`config.mk`:
```
export PLATFORM = sky130hd
export DESIGN_NAME = sipo_deserializer_flat
export DESIGN_NICKNAME = d
export VERILOG_FILES = /design/src/rtl/sipo_deserializer_pkg.sv /design/src/rtl/sipo_deserializer_if.sv /design/src/rtl/sipo_deserializer_shift_core.sv /design/src/rtl/sipo_deserializer.sv /design/src/flat_wrapper.sv
export SDC_FILE = /design/constraint.sdc
export NUM_CORES = 1
export LEC_CHECK = 0
export CORE_UTILIZATION = 54
export CTS_BUF_LIST = sky130_fd_sc_hd__clkbuf_8
export CTS_CLUSTER_DIAMETER = 200
export DETAILED_ROUTE_END_ITERATION = 10
export PLACE_DENSITY_LB_ADDON = 0.25
export SLEW_MARGIN = 10
export SYNTH_ARGS = -nofsm -noshare
export SYNTH_HDL_FRONTEND = slang
export SYNTH_SLANG_ARGS = --single-unit
```
`constraint.sdc`:
```
create_clock -name clk -period 2.38 [get_ports clk]
set_input_delay 0.476 -clock clk [delete_from_list [all_inputs] [get_ports clk]]
set_output_delay 0.476 -clock clk [all_outputs]
set_load 0.1 [all_outputs]
```
`src/rtl/sipo_deserializer_pkg.sv`:
```
// Shared constants and helpers for the serial-to-parallel deserializer.
package sipo_pkg;

  localparam int BIT_ORDER_MSB = 1;
  localparam int BIT_ORDER_LSB = 0;

  // A one-bit counter is still needed when $clog2 would return 0.
  function automatic int clog2_min1(input int n);
    int c;
    c = $clog2(n);
    return (c < 1) ? 1 : c;
  endfunction

endpackage

```
`src/rtl/sipo_deserializer_if.sv`:
```
// Serial input, word output and handshake bundle for sipo_deserializer.
interface sipo_deserializer_if
  import sipo_pkg::*;
#(
  parameter int WIDTH = 8
) ();

  localparam int CNT_W = clog2_min1(WIDTH);

  logic             sin;
  logic             sin_valid;
  logic             clear;
  logic [WIDTH-1:0] pdata;
  logic             pvalid;
  logic             pready;
  logic             overrun;
  logic [CNT_W-1:0] bit_cnt;

  // master: the environment feeding bits and consuming words.
  modport master (
    output sin, sin_valid, clear, pready,
    input  pdata, pvalid, overrun, bit_cnt
  );

  modport slave (
    input  sin, sin_valid, clear, pready,
    output pdata, pvalid, overrun, bit_cnt
  );

endinterface

```
`src/rtl/sipo_deserializer_shift_core.sv`:
```
// Shift register and bit counter; pulses done with the completed word
// on the edge that accepts the last bit.
module sipo_shift_core
  import sipo_pkg::*;
#(
  parameter int WIDTH     = 8,
  parameter int MSB_FIRST = BIT_ORDER_MSB,
  parameter int CNT_W     = clog2_min1(WIDTH)
) (
  input  logic             clk,
  input  logic             rst_,
  input  logic             sin,
  input  logic             sin_valid,
  input  logic             clear,
  output logic [WIDTH-1:0] word,
  output logic             done,
  output logic [CNT_W-1:0] bit_cnt
);

  logic [WIDTH-1:0] sr_q, sr_d;
  logic [CNT_W-1:0] cnt_q, cnt_d;
  logic [WIDTH-1:0] shifted;

  generate
    if (MSB_FIRST != BIT_ORDER_LSB) begin : g_msb
      assign shifted = {sr_q[WIDTH-2:0], sin};
    end else begin : g_lsb
      assign shifted = {sin, sr_q[WIDTH-1:1]};
    end
  endgenerate

  // word is only meaningful while done is high; it includes the incoming bit.
  assign word    = shifted;
  assign bit_cnt = cnt_q;

  always_comb begin
    sr_d  = sr_q;
    cnt_d = cnt_q;
    done  = 1'b0;
    if (clear) begin
      sr_d  = '0;
      cnt_d = '0;
    end else if (sin_valid) begin
      sr_d = shifted;
      if (cnt_q == CNT_W'(WIDTH - 1)) begin
        cnt_d = '0;
        done  = 1'b1;
      end else begin
        cnt_d = cnt_q + CNT_W'(1);
      end
    end
  end

  always_ff @(posedge clk or negedge rst_) begin
    if (!rst_) begin
      sr_q  <= '0;
      cnt_q <= '0;
    end else begin
      sr_q  <= sr_d;
      cnt_q <= cnt_d;
    end
  end

endmodule

```
`src/rtl/sipo_deserializer.sv`:
```
// Serial-in/parallel-out converter: holding register, valid/ready hand-off
// and sticky overrun around the shift core.
module sipo_deserializer
  import sipo_pkg::*;
#(
  parameter int WIDTH     = 8,
  parameter int MSB_FIRST = BIT_ORDER_MSB
) (
  input  logic                clk,
  input  logic                rst_,
  sipo_deserializer_if.slave  bus
);

  localparam int CNT_W = clog2_min1(WIDTH);

  logic [WIDTH-1:0] word;
  logic             done;
  logic [CNT_W-1:0] bit_cnt;

  logic [WIDTH-1:0] pdata_q, pdata_d;
  logic             pvalid_q, pvalid_d;
  logic             overrun_q, overrun_d;

  sipo_shift_core #(
    .WIDTH     (WIDTH),
    .MSB_FIRST (MSB_FIRST),
    .CNT_W     (CNT_W)
  ) u_core (
    .clk       (clk),
    .rst_      (rst_),
    .sin       (bus.sin),
    .sin_valid (bus.sin_valid),
    .clear     (bus.clear),
    .word      (word),
    .done      (done),
    .bit_cnt   (bit_cnt)
  );

  // clear suppresses done in the core, so it never races a load here.
  always_comb begin
    pdata_d   = pdata_q;
    pvalid_d  = pvalid_q;
    overrun_d = overrun_q;
    if (pvalid_q && bus.pready) begin
      pvalid_d = 1'b0;
    end
    if (done) begin
      if (!pvalid_q || bus.pready) begin
        pdata_d  = word;
        pvalid_d = 1'b1;
      end else begin
        overrun_d = 1'b1;
      end
    end
    if (bus.clear) begin
      overrun_d = 1'b0;
    end
  end

  always_ff @(posedge clk or negedge rst_) begin
    if (!rst_) begin
      pdata_q   <= '0;
      pvalid_q  <= 1'b0;
      overrun_q <= 1'b0;
    end else begin
      pdata_q   <= pdata_d;
      pvalid_q  <= pvalid_d;
      overrun_q <= overrun_d;
    end
  end

  assign bus.pdata   = pdata_q;
  assign bus.pvalid  = pvalid_q;
  assign bus.overrun = overrun_q;
  assign bus.bit_cnt = bit_cnt;

endmodule

```
`src/flat_wrapper.sv`:
```
// flat-port wrapper written by rule: the top's interface ports become plain ports
module sipo_deserializer_flat import sipo_pkg::*;
#(
  parameter int WIDTH     = 8,
  parameter int MSB_FIRST = BIT_ORDER_MSB
)
  (clk, rst_, bus_sin, bus_sin_valid, bus_clear, bus_pready, bus_pdata, bus_pvalid, bus_overrun, bus_bit_cnt);
  sipo_deserializer_if #(.WIDTH(WIDTH)) bus_i ();
  input  logic clk;
  input  logic rst_;
  input wire logic [$bits(bus_i.sin)-1:0] bus_sin;
  input wire logic [$bits(bus_i.sin_valid)-1:0] bus_sin_valid;
  input wire logic [$bits(bus_i.clear)-1:0] bus_clear;
  input wire logic [$bits(bus_i.pready)-1:0] bus_pready;
  output wire logic [$bits(bus_i.pdata)-1:0] bus_pdata;
  output wire logic [$bits(bus_i.pvalid)-1:0] bus_pvalid;
  output wire logic [$bits(bus_i.overrun)-1:0] bus_overrun;
  output wire logic [$bits(bus_i.bit_cnt)-1:0] bus_bit_cnt;
  assign bus_i.sin = bus_sin;
  assign bus_i.sin_valid = bus_sin_valid;
  assign bus_i.clear = bus_clear;
  assign bus_i.pready = bus_pready;
  assign bus_pdata = bus_i.pdata;
  assign bus_pvalid = bus_i.pvalid;
  assign bus_overrun = bus_i.overrun;
  assign bus_bit_cnt = bus_i.bit_cnt;
  sipo_deserializer #(.WIDTH(WIDTH), .MSB_FIRST(MSB_FIRST)) u_core (.clk(clk), .rst_(rst_), .bus(bus_i));
endmodule
```
==> flow_summary.toml, run 1 <==
[timing]
slew_viol_final = 0
hold_viol_final = 0
min_period_over_period_pct = 71.5
tns_ns = 0
rsz0062_at_grt = "false"
worst_pin_slew_ns = 0.407
fin_crit_ns = 1.70
setup_viol = 0
fmax_mhz = 587
slew_headroom_pct = 72.8
skew_ns = 0.00259

[flow_run]
drv_cap = 0

[clock_network]
ctsResizeCount = 0
clock-sinks = 20
post_cts_buffers = 0
clk_latency_ns = 0.25
clk_pin_slew_ns = 0.07
cts-hold-fix-buffers = 0
cts_inserted_buffers = 3
cts_buffer_depth = 2
cts-root-buf = "clkbuf_8"
cts_tree = "built"
htreeDepth = 1

[route]
drc_errors = 0
dr.first_iter.drc_count = 10
final_antenna_net_count = 0
wirelength_mm = 1.38
dr.pass1.iters = 4
vias = 512
routed_via_density = 5.33
routedWlPerCell_microns = 14.3

[floorplanning]
core_sq_um = 1350
initial_core_util_pct = 60.0
row_count = 13
die-area_sq_um = 1660
die_w_microns = 40.7
pin_count = 19
die_height_microns = 40.7

[setup_path]
startpoint_type = "flip-flop"
worst-endpoint-arrival_ns = 1.84
path_class = "reg -> reg"
cpMostUsedCell = "ha_1"
cp-end-kind = "flip-flop"
critPathTopFamily = "simple AND/OR/NAND/NOR gates"
cp_max_fo = 8
required_ns = 2.52
critPathBufInv = 0
cpPeakStageDelay_ns = 0.39
cp_cell_sequence = "ha_1 -> ha_1 -> nand2_1 -> nor3_4 -> mux2_2"
slowest_stage = "dfrtp_1"

[power]
vdd_ir_drop_max_mv = 0.512
leakage_nw = 0.550
cellPowerDensity_nw_per_um2 = 609

[synth]
ys_types = 12
synth_nets = 67
synth_cells = 59
yosysSeqAreaShare_pct = 61.8
synth_area_per_cell_sq_um = 13.7
synth.ff_latch_count = 20
ys.warnings.count = 0
syn_area_sq_um = 810

[placement]
place_inst = 93
place.gp.congestion = 0.621
portBuffers = 18

[cells_and_area]
fin_cells = 96
nNetsFinal = 91
layout_common_cells = "dfrtp_1, buf_4, nor2_1"
area_growth_pct = 27.4
final_common_cell = "dfrtp_1"
antenna_cells = 0
drive_above_1_share_pct = 34.6

[outcome]
outcome = "complete, no violations"

[grt]
track_usage_pct = 18.8
antenna_found_initial = 0
overflow = 0
first_global_vias = 440
grt_pass1_wl_mm = 1.93
grt_start_max_net_pins = 21

[hold_path]
min_path_type = "reg -> reg"
## routing by layer
metal  routed length, microns  part of all wire (%)  GRT usage (%)
met1                      625                    45           25.2
met2                      642                    47           27.8
met3                       89                   6.5           4.89
met4                       21                   1.5           10.0
met5                        0                     0              0
## worst paths after layout
| check | startpoint | endpoint | slack (ns) | depth (start not counted) |
|---|---|---|---|---|
| setup / recovery | u_core.u_core.bit_cnt[0] | u_core.bus.pdata[7] | 0.68 | 5 |
| hold / removal | u_core.bus.overrun | u_core.bus.overrun | 0.50 | 2 |
| setup reg to reg | u_core.u_core.bit_cnt[0] | u_core.bus.pdata[7] | 0.68 | 5 |
| hold reg to reg | u_core.bus.overrun | u_core.bus.overrun | 0.50 | 2 |
| max in group asynchronous | rst_ | u_core.u_core.bit_cnt[1] | 1.62 | 2 |
| min in group asynchronous | rst_ | u_core.bus.pvalid | 0.57 | 2 |
## registers in the layout, summed over array words and instances, names as in the netlist
register,count
u_core.bus.overrun,1
u_core.bus.pdata,8
u_core.bus.pvalid,1
u_core.u_core.bit_cnt,3
u_core.u_core.sr_q,7
## cell families (layout without fill, tap and decap cells)
kind of cell / Yosys count / in the layout / share of synthesized area (%)
multiplexers: 18 / 18 / 23.5
adder cells (fa/ha/maj): 2 / 2 / 3.09
flip-flops: 20 / 20 / 61.8
buffers and inverters: 2 / 24 / 1.08
AND/OR/NAND/NOR: 15 / 15 / 8.81
AO/OA/AOI/OAI: 2 / 2 / 1.70
## synth_stat cells
| cell type | number | share of area (%) |
|---|---|---|
| mux2_2 | 8 | 11 |
| clkbuf_1 | 1 | 0.46 |
| a31oi_1 | 1 | 0.77 |
| dfrtp_1 | 20 | 62 |
| nor3_4 | 1 | 2.0 |
| ha_1 | 2 | 3.1 |
| mux2i_1 | 10 | 12 |
| nand2_1 | 1 | 0.46 |
| o21bai_1 | 1 | 0.93 |
| buf_2 | 1 | 0.62 |
| nor2_1 | 12 | 5.6 |
| nor2b_1 | 1 | 0.77 |
## layout make-up
cell class	count	area, sq um
clock buffers	3	41.3
fillers	87	319
multi-input cells	37	300
repair buffers	21	170
flip-flops and latches	20	500
well taps	15	18.8
## through the flow
step / util, % / power (W) / hold WS, ns / worst slack, ns / area, sq um
floorplan: - / 0.000396 / 0.180 / 0.146 / 810
global placement: 73.3 / 0.000423 / 0.483 / 0.475 / 990
detailed placement: 73.3 / 0.000425 / 0.492 / 0.469 / 990
CTS: 76.4 / 0.000635 / 0.508 / 0.655 / 1030
global route: 76.4 / 0.000653 / 0.519 / 0.549 / 1030
finish: 76.4 / 0.000628 / 0.501 / 0.678 / 1030
## worst reg2reg max path, stage by stage (launching register included)
cell and delay, ns:
dfrtp_1 0.39, ha_1 0.16, ha_1 0.20, nand2_1 0.11, nor3_4 0.34, mux2_2 0.39
## power breakdown
part / internal (W) / switching [W] / total (W)
registers: 0.000345 / 0.00000446 / 0.000350
clock network: 0.000112 / 0.0000972 / 0.000210
logic: 0.0000228 / 0.0000456 / 0.0000684
Power figures use the tool's default switching activity.
==> run 2, diff against run 1 <==
--- a/config.mk
+++ b/config.mk
@@ -5,7 +5,7 @@
 export SDC_FILE = /design/constraint.sdc
 export NUM_CORES = 1
 export LEC_CHECK = 0
-export CORE_UTILIZATION = 54
+export CORE_UTILIZATION = 50
 export CTS_BUF_LIST = sky130_fd_sc_hd__clkbuf_8
 export CTS_CLUSTER_DIAMETER = 200
 export DETAILED_ROUTE_END_ITERATION = 10
==> constraint.sdc (replaced) <==
create_clock -name clk -period 1.6 [get_ports clk]
set_input_delay 0.32 -clock clk [delete_from_list [all_inputs] [get_ports clk]]
set_output_delay 0.32 -clock clk [all_outputs]
set_load 0.1 [all_outputs]
==> run 2 against run 1 <==
Against the previous run: register-to-register slack worse by 0.64 ns; combinational power rose by 81%; critical path depth grew 1; die area rose by 7.6%; sequential share of layout area is 9.5 points lower; critical endpoint is now u_core.bus.pdata[5].
==> flow_summary.toml, run 2 (synthesis results as in run 1) <==
[placement]
dp_hpwl_mm = 1.07
place.gp.congestion = 0.703
place_inst = 96
portBuffers = 18

[cells_and_area]
final_common_cell = "dfrtp_1"
nNetsFinal = 94
area_growth_pct = 61.4
largest_register_ffs = 8
drive_above_1_share_pct = 45.9
antenna_cells = 0
fin_cells = 101
layout_common_cells = "dfrtp_1, buf_12, nor2_1"

[power]
cellPowerDensity_nw_per_um2 = 880
vdd_ir_drop_max_mv = 1.09
sw_frac_of_total_pct = 21.7
clkPwrFrac_pct = 43.6
comb_power_share_pct = 10.8
internal_power_w = 0.000900
leakage_nw = 0.618
switchingPower_w = 0.000250
share_seq_of_total_power_pct = 45.7

[clock_network]
cts_inserted_buffers = 3
cts_buffer_depth = 2
htreeDepth = 1
clk_latency_ns = 0.26
clk_pin_slew_ns = 0.07
cts-root-buf = "clkbuf_8"
clock-sinks = 20
cts_tree = "built"
cts-hold-fix-buffers = 0

[timing]
rsz0062_at_grt = "false"
slew_viol_final = 0
worst_pin_slew_ns = 0.273
hold_viol_final = 0
setup_viol = 0
fmax_mhz = 640
fin_crit_ns = 1.56
slew_headroom_pct = 81.8
tns_ns = 0
skew_ns = 0.00381
min_period_over_period_pct = 97.6

[grt]
grt_start_max_net_pins = 21
first_global_vias = 593
track_usage_pct = 21.0
overflow = 0
antenna_found_initial = 0
grt_pass1_wl_mm = 2.69

[setup_path]
worst-endpoint-arrival_ns = 1.71
cp-end-kind = "flip-flop"
slowest_stage = "dfrtp_4"
cp_max_fo = 8
cp_cell_sequence = "ha_4 -> ha_4 -> nand2_4 -> nor3_4 -> buf_12 -> mux2_2"
cpMostUsedCell = "ha_4"
cpPeakStageDelay_ns = 0.46
startpoint_type = "flip-flop"
required_ns = 1.74
critPathTopFamily = "flip-flops"
critPathBufInv = 1
path_class = "reg -> reg"

[floorplanning]
pin_count = 19
initial_core_util_pct = 53.7
die_height_microns = 42.2
core_sq_um = 1510
die-area_sq_um = 1780
row_count = 14
die_w_microns = 42.2

[route]
vias = 549
routedWlPerCell_microns = 16.1
routed_via_density = 5.44
wirelength_mm = 1.62
drc_errors = 0
dr.pass1.iters = 3
dr.first_iter.drc_count = 2
final_antenna_net_count = 0

[hold_path]
min_path_type = "in -> async"

[flow_run]
drv_cap = 0

[outcome]
outcome = "complete, no violations"
[run 2: area by class of cell]
cell class,count,area (sq um)
clock inverter,1,30.0
tap,16,20.0
timing repair buffer,24,368
multi-input combinational,37,337
fill,64,200
clock buffer,3,41.3
sequential,20,510
[run 2: worst paths after layout]
path                       cells after the start                        to                startpoint  slack [ns]
max                                            6       u_core.bus.pdata[5]  u_core.u_core.bit_cnt[1]        0.04
min                                            2  u_core.u_core.bit_cnt[0]                      rst_        0.39
max reg2reg                                    6       u_core.bus.pdata[5]  u_core.u_core.bit_cnt[1]        0.04
min reg2reg                                    1       u_core.bus.pdata[7]     u_core.u_core.sr_q[6]        0.54
max in group asynchronous                      2  u_core.u_core.bit_cnt[1]                      rst_        0.98
min in group clk                               1       u_core.bus.pdata[7]     u_core.u_core.sr_q[6]        0.54
[run 2: power by group through the flow]
stage	combinational [W]	sequential [W]	clock, W
2_1_floorplan	0.0000277	0.000568	0
3_3_place_gp	0.000116	0.000536	0
3_5_place_dp	0.000118	0.000537	0
4_1_cts	0.000120	0.000528	0.000511
5_1_grt	0.000133	0.000525	0.000528
6_report	0.000124	0.000525	0.000501
[run 2: routing by layer]
metal  wire length, microns  global-route usage (%)  vias to the layer above
met1                    638                    24.2                      273
met4                     33                    11.3                        0
met5                      0                       0                        -
li1                       -                       -                      254
met3                     66                    3.88                        5
met2                    885                    36.6                       17
[run 2: per-stage QoR]
step | hold WS (ns) | utilization, % | power [W] | area (sq um) | setup slack (ns)
6_report | 0.389 | 86.7 | 0.00115 | 1310 | 0.0385
5_1_grt | 0.404 | 86.7 | 0.00119 | 1310 | 0.00637
4_1_cts | 0.411 | 86.2 | 0.00116 | 1300 | 0.0148
3_5_place_dp | 0.524 | 81.5 | 0.000655 | 1230 | -0.0734
3_3_place_gp | 0.489 | 81.5 | 0.000652 | 1230 | -0.0599
2_1_floorplan | 0.0244 | - | 0.000596 | 856 | -0.155
[run 2: what timing repair did]
item                                   CTS  global route
endpoints found under the hold margin    0             0
resized for setup                        0             0
setup endpoints to repair                0             4
setup buffers                            0             1
